[src/rtl/addsub_defs.sv]
// Shared definitions for the chunked adder/subtractor.
// Contents:
//   state_t       - controller state encoding (IDLE / RUN / DONE)
//   chunk_cfg_ok  - elaboration-time check of the WIDTH/CHUNK pairing
//   cnt_bits      - width of the chunk counter for a given chunk count
package addsub_defs;

  typedef enum logic [1:0] {
    IDLE = 2'd0,
    RUN  = 2'd1,
    DONE = 2'd2
  } state_t;

  // The operand must split into a whole number of non-empty chunks.
  function automatic bit chunk_cfg_ok(input int width, input int chunk);
    return (width >= 1) && (chunk >= 1) && (chunk <= width) && ((width % chunk) == 0);
  endfunction

  // The counter needs at least one bit, even when a single chunk covers the word.
  function automatic int cnt_bits(input int nchunk);
    return (nchunk > 1) ? $clog2(nchunk) : 1;
  endfunction

endpackage

[src/rtl/chunked_addsub_chunk_add.sv]
// chunk_add: CHUNK-bit ripple-carry adder slice.
// Ports:
//   x, y  in  CHUNK  addend bits of the current chunk
//   cin   in  1      carry from the previous (less significant) chunk
//   s     out CHUNK  chunk sum
//   cout  out 1      carry into the next chunk
module chunk_add #(
  parameter int CHUNK = 2
) (
  input  logic [CHUNK-1:0] x,
  input  logic [CHUNK-1:0] y,
  input  logic             cin,
  output logic [CHUNK-1:0] s,
  output logic             cout
);

  logic [CHUNK:0] c;

  assign c[0] = cin;

  // One full adder per bit; carries ripple from bit 0 upward.
  for (genvar i = 0; i < CHUNK; i++) begin : g_bit
    assign s[i]   = x[i] ^ y[i] ^ c[i];
    assign c[i+1] = (x[i] & y[i]) | (c[i] & (x[i] ^ y[i]));
  end

  assign cout = c[CHUNK];

endmodule

[src/rtl/chunked_addsub.sv]
// chunked_addsub: multi-cycle adder/subtractor that walks WIDTH-bit operands
// through a CHUNK-bit carry chain, least significant chunk first.
// Ports:
//   clk        in   1        rising-edge clock
//   rst        in   1        asynchronous active-high reset
//   in_valid   in   1        operands and mode are valid
//   in_ready   out  1        high only while idle; accept = in_valid & in_ready
//   a, b       in   WIDTH    operands (unsigned or two's complement)
//   sub        in   1        0: a+b, 1: a-b (sampled at accept)
//   out_valid  out  1        one-cycle result pulse
//   out        out  WIDTH+1  result; top bit is carry (add) or borrow (sub)
//   ovf        out  1        signed overflow of out[WIDTH-1:0]
module chunked_addsub
  import addsub_defs::*;
#(
  parameter int WIDTH = 8,
  parameter int CHUNK = 2
) (
  input  logic             clk,
  input  logic             rst,
  input  logic             in_valid,
  output logic             in_ready,
  input  logic [WIDTH-1:0] a,
  input  logic [WIDTH-1:0] b,
  input  logic             sub,
  output logic             out_valid,
  output logic [WIDTH:0]   out,
  output logic             ovf
);

  localparam int NCHUNK = WIDTH / CHUNK;
  localparam int CW     = cnt_bits(NCHUNK);

  if (!chunk_cfg_ok(WIDTH, CHUNK)) begin : g_cfg_err
    $error("chunked_addsub: CHUNK must divide WIDTH and satisfy 1 <= CHUNK <= WIDTH");
  end

  state_t                 state;
  state_t                 next_state;
  logic [WIDTH-1:0]       op_a;
  logic [WIDTH-1:0]       op_b;
  logic                   carry;
  logic                   msb_a;
  logic                   msb_b;
  logic                   sub_mode;
  logic [CW-1:0]          cnt;
  logic [WIDTH-1:0]       sum_sr;
  logic [CHUNK-1:0]       chunk_sum;
  logic                   chunk_cout;
  logic [WIDTH+CHUNK-1:0] sum_cat;
  logic [WIDTH-1:0]       sum_next;
  logic                   accept;
  logic                   last;

  chunk_add #(
    .CHUNK (CHUNK)
  ) u_chunk_add (
    .x    (op_a[CHUNK-1:0]),
    .y    (op_b[CHUNK-1:0]),
    .cin  (carry),
    .s    (chunk_sum),
    .cout (chunk_cout)
  );

  // New chunk enters at the top; the register shifts right by CHUNK. The
  // concatenation form also covers CHUNK == WIDTH, where nothing survives.
  assign sum_cat  = {chunk_sum, sum_sr};
  assign sum_next = sum_cat[WIDTH+CHUNK-1:CHUNK];

  assign accept = in_valid && (state == IDLE);
  assign last   = (cnt == CW'(NCHUNK - 1));

  // State register.
  always_ff @(posedge clk or posedge rst) begin
    if (rst) begin
      state <= IDLE;
    end else begin
      state <= next_state;
    end
  end

  // Next-state logic.
  always_comb begin
    next_state = state;
    case (state)
      IDLE: begin
        if (accept) begin
          next_state = RUN;
        end else begin
          next_state = IDLE;
        end
      end
      RUN: begin
        if (last) begin
          next_state = DONE;
        end else begin
          next_state = RUN;
        end
      end
      DONE:    next_state = IDLE;
      default: next_state = IDLE;
    endcase
  end

  // Handshake outputs decoded from the state register.
  always_comb begin
    in_ready  = 1'b0;
    out_valid = 1'b0;
    case (state)
      IDLE:    in_ready  = 1'b1;
      DONE:    out_valid = 1'b1;
      default: begin
        in_ready  = 1'b0;
        out_valid = 1'b0;
      end
    endcase
  end

  // Operand latch, chunk-serial datapath and result registers.
  always_ff @(posedge clk or posedge rst) begin
    if (rst) begin
      op_a     <= '0;
      op_b     <= '0;
      carry    <= 1'b0;
      msb_a    <= 1'b0;
      msb_b    <= 1'b0;
      sub_mode <= 1'b0;
      cnt      <= '0;
      sum_sr   <= '0;
      out      <= '0;
      ovf      <= 1'b0;
    end else begin
      case (state)
        IDLE: begin
          if (accept) begin
            // Subtraction is a + ~b + 1: invert b and seed the carry with 1.
            op_a     <= a;
            op_b     <= sub ? ~b : b;
            carry    <= sub;
            msb_a    <= a[WIDTH-1];
            msb_b    <= b[WIDTH-1];
            sub_mode <= sub;
            cnt      <= '0;
            sum_sr   <= '0;
          end
        end
        RUN: begin
          op_a   <= op_a >> CHUNK;
          op_b   <= op_b >> CHUNK;
          carry  <= chunk_cout;
          sum_sr <= sum_next;
          cnt    <= cnt + CW'(1);
          if (last) begin
            // In subtract mode a carry-out of 1 means no borrow.
            out <= {(sub_mode ? ~chunk_cout : chunk_cout), sum_next};
            // Overflow: effective operand signs agree but the result sign differs.
            ovf <= (msb_a == (sub_mode ? ~msb_b : msb_b)) && (sum_next[WIDTH-1] != msb_a);
          end
        end
        default: begin
          cnt <= cnt;
        end
      endcase
    end
  end

endmodule
[config.mk]
export PLATFORM = sky130hd
export DESIGN_NAME = chunked_addsub
export DESIGN_NICKNAME = d
export VERILOG_FILES = /design/src/rtl/addsub_defs.sv /design/src/rtl/chunked_addsub_chunk_add.sv /design/src/rtl/chunked_addsub.sv
export SDC_FILE = /design/constraint.sdc
export NUM_CORES = 1
export LEC_CHECK = 0
export ABC_AREA = 1
export CORE_UTILIZATION = 56
export CTS_BUF_LIST = sky130_fd_sc_hd__clkbuf_16
export CTS_CLUSTER_SIZE = 25
export DETAILED_ROUTE_END_ITERATION = 16
export GPL_TIMING_DRIVEN = 0
export PLACE_DENSITY = 0.92
export SLEW_MARGIN = 25
export SYNTH_ARGS = -nofsm -noshare
export SYNTH_HDL_FRONTEND = slang
export SYNTH_HIERARCHICAL = 1
export SYNTH_SLANG_ARGS = --single-unit
export TNS_END_PERCENT = 50
[constraint.sdc]
create_clock -name clk -period 2.7 [get_ports clk]
set_input_delay 0.675 -clock clk [delete_from_list [all_inputs] [get_ports clk]]
set_output_delay 0.675 -clock clk [all_outputs]
set_load 0.05 [all_outputs]
==> results.txt <==
The total of cells resized after clock tree synthesis was 0. The largest net degree at the start of global routing is 33. Across the run, the number of max-cap violations was 0. TritonCTS built the clock tree. In the post-synthesis netlist, the biggest area contributors are dfrtp_1 54%, nand2_1 17%, inv_1 4.7%.

The initialized floorplan defines 20 standard-cell rows. The number of nets in the synthesized netlist is 233. Most common cell in the synthesized netlist: nand2_1.

Yosys mapped a number of flops with a built-in enable equal to 0. The minimum clock period after layout came out at 2.39 ns. Initial antenna violation count: 0. The worst min-delay path category is flip-flop to flip-flop. The count of unresolved DRC violations after routing was 0.

Wires add up to 3820 µm. The worst setup path is captured at a primary output. Summed over all instances, the cell type with the most area after synthesis is dfrtp_1.

Cell chosen for the clock root: clkbuf_16. The wire-length estimate of the detail-placed layout is 2610 µm. At the pin with the least slew margin, the transition time is 0.504 ns.

The run gives 1396 as the via count of the first global-routing pass. In the final layout, the multi-input gates occupy 694 µm². The post-route clock skew is 0.00201 ns. The run gives 1.19 nW as the leakage power.

Along the worst path, the maximum fanout reaches 4. The detail route stage leaves a number of antenna-violating nets equal to 0. The power density over cell area is 1250 mW/mm², and the mean routed wirelength per cell is 13.0 µm.

STA puts the critical path data required time at 2.03 ns. The later pin in the worst-skew pair is clocked with a latency of 0.28 ns. Fraction of synthesized cell area taken by the top area cell type: 0.540. The logs give 19 for the number of distinct standard cells referenced by the synthesized netlist and 0.00185 mm² for the total standard cell area after synthesis. Leaving out filler cells and counting taps, the final layout contains 293.

The number of setup buffers added after CTS was 0. The sort of element at the start of the critical path was a flip-flop. Yosys printed 6 warnings. The max-slew violation count is 0, and the total via count in the routed design is 1479. The last weighted congestion value of the routability-driven placer was 0.781; the share of the clock period used by the worst path after layout was 0.884.

Data on the critical path arrives at its endpoint at 1.71 ns. For the area after detailed placement, the log shows 0.00223 mm². The most used flip-flop cell after synthesis is dfrtp_1. The die covers 0.00354 mm². At the end of the flow, the number of nets in the layout was 271.

In this run the vertical extent of the chip is 59.5 µm. In this run, the number of DRC markers left after iteration 0 of detailed routing was 44. Clock-pin slew was measured on the worst setup and hold paths at 0.05 ns. Walking the worst path, the cells encountered are nor2_1 > clkdlybuf4s50_1. The maximum level of the CTS H-tree was 2; the die outline width was 59.5 µm.

After detailed routing, the number of vias per cell comes to 5.05. The share of layout cells above drive strength 1 is 0.108. Critical path buffer and inverter count: 1. The number of sinks on the clock net was 40.

The highest clock frequency the design can meet came out at 0.419 GHz. The clock passes through at most 2 buffers. Pin placement for this block handled 32 I/O pins. The share of async-settable or async-resettable flops after synthesis works out to 1.00. Setup repair after global routing left no endpoint under its margin.

The tools report the gate count of the mapped netlist as 210. The hold violation total from the final report was 0. The post-synthesis sequential area ratio is 0.540.

Library cell contributing the largest single delay on the critical path: clkdlybuf4s50_1. For the number of buffers added to fix hold violations after cts, the log shows 0. The clock buffer count from CTS is 5, and the standard cell core area is 0.00310 mm². The critical path in this run is classified as flip-flop to primary output. Setup violations remaining at the end of the flow were counted as 0. The total overflow left after global routing is 0.

The post-synthesis register bit count works out to 40. The flow ran to the end, and the final reports show no timing, DRC or antenna violations. Summing all flip-flop and latch instances after layout gives 0.00100 mm². The count of placed standard cells including taps came out at 285.

The relative slew slack is 0.663. The detailed-routing iteration count for the pre-antenna-repair pass is 4. The layout has 233 filler cells. The wire length of the first global-routing pass is 6230 µm, and the area of all placed cells without fillers is 0.00236 mm². The top cell family by delay on the critical path was buffers and inverters.

During placement, the flow inserted port buffers numbering 30. The peak per-stage delay on the critical path came out at 0.83 ns. The starting density of the core was 0.597; the total negative slack was 0 ns. The repair_antennas step left the layout with diodes totalling 0.

The tools report the aggregate global-route resource usage as 0.252. Ranked by instance count, the synthesized netlist is headed by 86 x nand2_1, 40 x dfrtp_1, 23 x inv_1. Worst vdd rail ir drop: 863 µV.

A synthesized cell averages 8.82 µm². The layout-stage area growth over the synthesis result works out to 27.6%.
==> logic make-up (layout without fill, tap and decap cells) <==
family	after synthesis	count (layout)	synth area share
and+or+nand+nor	99	99	0.219
DFF	40	40	0.540
buffers and inverters	34	73	0.0851
AOI/OAI and AO/OA	25	25	0.0844
xor gates and xnor gates	9	9	0.0425
adders and majority gates	3	3	0.0284
==> worst paths after layout <==
path / startpoint / endpoint / slack (ns) / cells past startpoint
max: state[0]$_DFF_PP0_ / in_ready / 0.31 / 2
min: out[1]$_DFFE_PP0P_ / out[1]$_DFFE_PP0P_ / 0.47 / 2
max reg2reg: op_b[0]$_DFFE_PP0P_ / ovf$_DFFE_PP0P_ / 0.84 / 9
min reg2reg: out[1]$_DFFE_PP0P_ / out[1]$_DFFE_PP0P_ / 0.47 / 2
max in group asynchronous: rst / state[1]$_DFF_PP0_ / 1.64 / 3
min in group asynchronous: rst / op_a[3]$_DFFE_PP0P_ / 0.63 / 2
==> worst min-delay path, delay by kind of cell, from the launching register on <==
| kind | cells | cell delay (ns) |
|---|---|---|
| simple gates | 2 | 0.10 |
| flops | 1 | 0.34 |
==> per-layer routing <==
| layer | GRT usage | share of wire |
|---|---|---|
| met3 | 0.0655 | 0.044 |
| met1 | 0.307 | 0.43 |
| met4 | 0.0897 | 0.015 |
| met5 | 0 | 0 |
| met2 | 0.433 | 0.51 |
==> through the flow <==
| stage | util | setup slack, ns | hold WS, ns | power (W) |
|---|---|---|---|---|
| global route | 0.762 | 0.277 | 0.503 | 0.00315 |
| detailed placement | 0.718 | 0.612 | 0.467 | 0.00239 |
| finish | 0.762 | 0.313 | 0.474 | 0.00295 |
| CTS | 0.762 | 0.322 | 0.481 | 0.00297 |
| floorplan | - | 0.911 | 0.446 | 0.00200 |
| global placement | 0.712 | 0.298 | 0.455 | 0.00233 |
==> sequential cells by signal (all words and copies together) (netlist names), 2 cells and up <==
name    cells
state       2
sum_sr      6
out         9
op_a        8
cnt         2
op_b        8
==> final cells by class <==
| cell class | instances | share of cell area |
|---|---|---|
| Timing Repair Buffer | 31 | 0.135 |
| Multi-Input combinational cell | 136 | 0.294 |
| Clock inverter | 3 | 0.00476 |
| Clock buffer | 5 | 0.0529 |
| Tap cell | 44 | 0.0233 |
| Sequential cell | 40 | 0.423 |
| Inverter | 26 | 0.0413 |
| Buffer | 8 | 0.0254 |
==> cell usage in the layout, fill, tap and decap left out, drive strengths merged <==
cell type and count:
buf 9, clkbuf 5, clkdlybuf4s50 30, clkinv 1, dfrtp 40, fa 2
ha 1, inv 28, nand2 87, nand3 9, nor2 3, o21ai 21
o22ai 4, xnor2 3, xor2 6
==> report_power, final <==
| part | internal [W] | switching, W | total (W) |
|---|---|---|---|
| sequential | 0.000858 | 0.000137 | 0.000995 |
| combinational | 0.000484 | 0.000922 | 0.00141 |
| clock | 0.000332 | 0.000216 | 0.000548 |
| total | 0.00167 | 0.00128 | 0.00295 |
Power figures use the tool's default switching activity.
